**config.mk**
```make
export PLATFORM = sky130hd
export DESIGN_NAME = serial_add_ctrl
export DESIGN_NICKNAME = d
export VERILOG_FILES = /design/src/rtl/serial_arith_pkg.sv /design/src/rtl/fa_cell.sv /design/src/rtl/serial_add_ctrl.sv
export SDC_FILE = /design/constraint.sdc
export NUM_CORES = 1
export LEC_CHECK = 0
export CORE_UTILIZATION = 48
export CTS_CLUSTER_SIZE = 40
export DETAILED_ROUTE_END_ITERATION = 12
export PLACE_DENSITY = 0.78
export SLEW_MARGIN = 20
export SYNTH_ARGS = -nofsm -noshare
export SYNTH_HDL_FRONTEND = slang
export SYNTH_HIERARCHICAL = 1
export SYNTH_SLANG_ARGS = --single-unit
```
**constraint.sdc**
```tcl
create_clock -name clk -period 1.7 [get_ports clk]
set_clock_uncertainty 0.1 [all_clocks]
set_input_delay 0.34 -clock clk [delete_from_list [all_inputs] [get_ports clk]]
set_output_delay 0.34 -clock clk [all_outputs]
set_load 0.005 [all_outputs]
```
**src/rtl/serial_arith_pkg.sv**
```systemverilog
// rtl/serial_arith_pkg.sv - shared types and constants for the bit-serial arithmetic unit
package serial_arith_pkg;

    typedef enum logic [1:0] {
        IDLE = 2'd0,
        RUN  = 2'd1,
        DONE = 2'd2
    } state_t;

    localparam int DEFAULT_WIDTH = 8;

endpackage

```
**src/rtl/fa_cell.sv**
```systemverilog
// rtl/fa_cell.sv - combinational 1-bit full adder
module fa_cell (
    input  logic x,
    input  logic y,
    input  logic ci,
    output logic s,
    output logic co
);

    logic w_p;

    assign w_p = x ^ y;
    assign s   = w_p ^ ci;
    assign co  = (x & y) | (ci & w_p);

endmodule

```
**src/rtl/serial_add_ctrl.sv**
```systemverilog
// rtl/serial_add_ctrl.sv - bit-serial add/sub controller sharing one full-adder cell
module serial_add_ctrl
    import serial_arith_pkg::*;
#(
    parameter int WIDTH = DEFAULT_WIDTH,
    parameter int CNT_W = $clog2(WIDTH)
) (
    input  logic             clk,
    input  logic             rst,
    input  logic             in_valid,
    output logic             in_ready,
    input  logic [WIDTH-1:0] a,
    input  logic [WIDTH-1:0] b,
    input  logic             cin,
    input  logic             sub,
    output logic             out_valid,
    input  logic             out_ready,
    output logic [WIDTH-1:0] sum,
    output logic             cout,
    output logic             ovf,
    output logic             busy
);

    localparam logic [CNT_W-1:0] CNT_MSB_IN = CNT_W'(WIDTH - 2);
    localparam logic [CNT_W-1:0] CNT_LAST   = CNT_W'(WIDTH - 1);

    state_t             r_state;
    logic [WIDTH-1:0]   r_a;
    logic [WIDTH-1:0]   r_b;
    logic [WIDTH-1:0]   r_sum;
    logic [CNT_W-1:0]   r_cnt;
    logic               r_carry;
    logic               r_cmsb;
    logic               r_cout;
    logic               r_ovf;
    logic               w_s;
    logic               w_co;

    fa_cell u_fa (
        .x  (r_a[0]),
        .y  (r_b[0]),
        .ci (r_carry),
        .s  (w_s),
        .co (w_co)
    );

    always_ff @(posedge clk) begin
        if (rst) begin
            r_state <= IDLE;
            r_a     <= '0;
            r_b     <= '0;
            r_sum   <= '0;
            r_cnt   <= '0;
            r_carry <= 1'b0;
            r_cmsb  <= 1'b0;
            r_cout  <= 1'b0;
            r_ovf   <= 1'b0;
        end else begin
            case (r_state)
                IDLE: begin
                    if (in_valid) begin
                        // Subtraction is A + ~B + 1, so cin is forced high.
                        r_a     <= a;
                        r_b     <= sub ? ~b : b;
                        r_carry <= sub | cin;
                        r_cnt   <= '0;
                        r_sum   <= '0;
                        r_state <= RUN;
                    end
                end
                RUN: begin
                    r_a     <= r_a >> 1;
                    r_b     <= r_b >> 1;
                    r_sum   <= {w_s, r_sum[WIDTH-1:1]};
                    r_carry <= w_co;
                    r_cnt   <= r_cnt + CNT_W'(1);
                    if (r_cnt == CNT_MSB_IN) begin
                        r_cmsb <= w_co;
                    end
                    if (r_cnt == CNT_LAST) begin
                        r_cout  <= w_co;
                        r_ovf   <= r_cmsb ^ w_co;
                        r_cnt   <= '0;
                        r_state <= DONE;
                    end
                end
                DONE: begin
                    if (out_ready) begin
                        r_state <= IDLE;
                    end
                end
                default: begin
                    r_state <= IDLE;
                end
            endcase
        end
    end

    assign in_ready  = (r_state == IDLE);
    assign busy      = (r_state == RUN);
    assign out_valid = (r_state == DONE);
    assign sum       = r_sum;
    assign cout      = r_cout;
    assign ovf       = r_ovf;

endmodule
```
==> impl_metrics.ini <==
[run_status]
status = finished, violations left
failed_checks = design-rule violations

[cts]
cts_num_sinks = 33
clk_pin_slew_worst_paths_ns = 0.10
ctsLongestPathBuffers = 2
cts_max_level = 2
cts_hold_buf = 0
clock_latency_ns = 0.32
cts_tree = yes
clock-root-buffer = clkbuf_4
numCtsBuffers = 5

[layout]
layout-drive-gt1-share_pct = 17.5
antenna_cells = 0
finalNonFillerCells = 231
nNetsFinal = 225
final_core_util_pct = 70.5
synthToLayoutAreaGrowth_pct = 35.5

[pwr]
switching_share_pct = 23.0
peakVddDrop_v = 0.000746
powerDensity_nw_per_um2 = 850
combPwrFrac_pct = 15.1
p_leak_nw = 0.776
switchingPower_mw = 0.390
pwr-share-clk_pct = 35.6
power.internal_mw = 1.31
seqPwrFrac_pct = 49.3

[min_path]
whs_path_depth = 2
hold_class = reg2reg

[drt]
vias = 1315
dr.pass1.iters = 8
initialDrtViolationCount = 60
wl_per_cell_um = 13.5
vias_per_cell = 5.69
ant_nets = 0
drt_drc_violations_left = 2
wl_um = 3120

[grt]
grt_max_degree = 23
overflow = 0
grt.total_usage_pct = 21.0
grt_pass1_wl_um = 5380
grt_pass1_vias = 1274
antenna_found_initial = 0

[setup_path]
cp_max_fo = 3
crit_chain = clkdlybuf4s50_1
worstReg2RegStart = r_state[0]
reg2reg_to = r_a[2]
critPathSlowestCell = clkdlybuf4s50_1
cp-end-kind = primary output
crit_family = buffers and inverters
crit_type = reg2out
cp.arrival_ns = 1.21
start_kind = register
worst-path-buf-inv = 1
cp.depth = 1
regToRegSetupSlack_ns = 0.14
required_ns = 1.26
crit_path_start = sum[2]
cpPeakStageDelay_ns = 0.52
reg2reg_depth = 5
cp-endpoint = sum[2]

[logic_synthesis]
ys_warn_count = 6
synth.distinct_cells = 31
yosysSeqAreaShare_pct = 44.9
synth_area_leaders = dfxtp_1 45%, a22oi_1 8.7%, nor2_1 6.6%
synth_flop_cell = dfxtp_1
synth_nets = 183
synth.most_common_cell = dfxtp_1
synth_top_cell_by_area = dfxtp_1
ys_async_sr_fraction_pct = 0
avgSynthCellArea_um2 = 9.38
ys_ff_latch = 33
syn_inst = 157
netlist.area_leader.share_pct = 44.9
synth_common_cells = 33 x dfxtp_1, 26 x nor2_1, 17 x a22oi_1
synth_edf_count = 0
syn_area_um2 = 1470

[die]
fp.dieH_um = 57.4
die_x_um = 57.4
rows = 19
core_area_um2 = 2830
fp.dieArea_um2 = 3290
io_pins = 35
start_util_pct = 52.1

[timing]
fmax_ghz = 0.605
period_needed_ns = 1.65
hold_viol = 0
relSlewSlack_pct = 70.1
drv_slew = 0
setup_viol = 0
rsz0062_at_grt = false
worstMarginPinSlew_ns = 0.446
setup_slack_ns = 0.0466
final.setup.tns_ns = 0
timing.final.crit_share_pct = 97.3

[job]
drv_cap = 0

[placed_design]
dpl.cell_count = 221
pre_cts_ws_ns = 0.0171
hpwl_um = 2260
io_buffers = 34
place.gp.congestion = 0.787
sequential cells by signal (all words and copies together) (netlist names):
register / cells
r_a: 8
r_b: 8
sum: 8
r_cnt: 3
r_state: 2
cout: 1
ovf: 1
r_carry: 1
r_cmsb: 1
worst min-delay path: stages, from the launching register on:
cell and delay (ns):
dfxtp_1 0.34, nand2_1 0.06, a21oi_1 0.05
kinds of logic (layout without fill, tap and decap cells):
| logic type | after synthesis | after routing | share of synthesized area, % |
|---|---|---|---|
| compound gates | 48 | 48 | 23.6 |
| simple gates | 45 | 45 | 14.9 |
| flops | 33 | 33 | 44.9 |
| buf+inv | 15 | 58 | 5.35 |
| xor+xnor | 9 | 9 | 5.35 |
| fa+ha+maj | 4 | 4 | 3.91 |
| mux | 3 | 3 | 2.04 |
placed cells by master, fill, tap and decap left out, types with 2 or more instances in the layout:
master | netlist | layout
clkdlybuf4s50_1 | 0 | 31
dfxtp_1 | 33 | 29
nor2_1 | 26 | 25
a22oi_1 | 17 | 17
buf_4 | 2 | 12
a21oi_1 | 10 | 10
xnor2_1 | 8 | 8
nor2b_1 | 9 | 7
o221a_2 | 7 | 7
o22ai_1 | 7 | 7
clkbuf_4 | 0 | 5
mux2i_1 | 3 | 3
ha_1 | 3 | 3
dlygate4sd2_1 | 0 | 3
dfxtp_2 | 0 | 3
inv_1 | 2 | 2
o21ai_0 | 2 | 2
nand2_1 | 2 | 2
nor3_1 | 2 | 2
nand2b_1 | 2 | 2
final cells by class:
| cell class | instances | area, µm² |
|---|---|---|
| fill | 221 | 833 |
| timing repair buffer | 47 | 447 |
| inverter | 3 | 11.3 |
| tap | 31 | 38.8 |
| clock buffer | 7 | 55.1 |
| clock inverter | 1 | 30.0 |
| multi-input combinational | 109 | 746 |
| sequential | 33 | 668 |
per-stage QoR:
stage / hold WS, ns / power (mW) / area [µm²]
after floorplan: 0.354 / 1.00 / 1470
after global placement: 0.364 / 1.10 / 1880
after detailed placement: 0.382 / 1.11 / 1880
after CTS: 0.396 / 1.71 / 1990
after global routing: 0.424 / 1.78 / 2000
final: 0.390 / 1.70 / 2000
power groups by stage:
stage          sequential (mW)  combinational [mW]  clock [mW]
3_3_place_gp             0.854               0.245           0
4_1_cts                  0.837               0.256       0.619
3_5_place_dp             0.855               0.253           0
2_1_floorplan            0.850               0.152           0
6_report                 0.837               0.255       0.604
5_1_grt                  0.843               0.282       0.651
per-layer routing:
| metal | global-route usage, % | wire (µm) |
|---|---|---|
| met2 | 35.2 | 1600 |
| met4 | 8.36 | 19 |
| met1 | 25.6 | 1340 |
| met3 | 5.44 | 161 |
| met5 | 0 | 0 |
worst min path at each step:
stage	start	end	slack (ns)
2_1_floorplan	r_a[7]	r_a[7]	0.35
3_3_place_gp	r_cnt[1]	r_cnt[1]	0.36
3_5_place_dp	r_cnt[1]	r_cnt[1]	0.38
4_1_cts	r_cnt[1]	r_cnt[1]	0.40
5_1_grt	r_cnt[1]	r_cnt[1]	0.42
6_report	r_cnt[1]	r_cnt[1]	0.39
repair_timing:
action / in CTS / in global routing
pin swaps: 0 / 0
setup endpoints to repair: 3 / 2
resized for setup: 10 / 2
buffers inserted: 2 / 0
No activity file was read; power rests on OpenSTA's default activity.
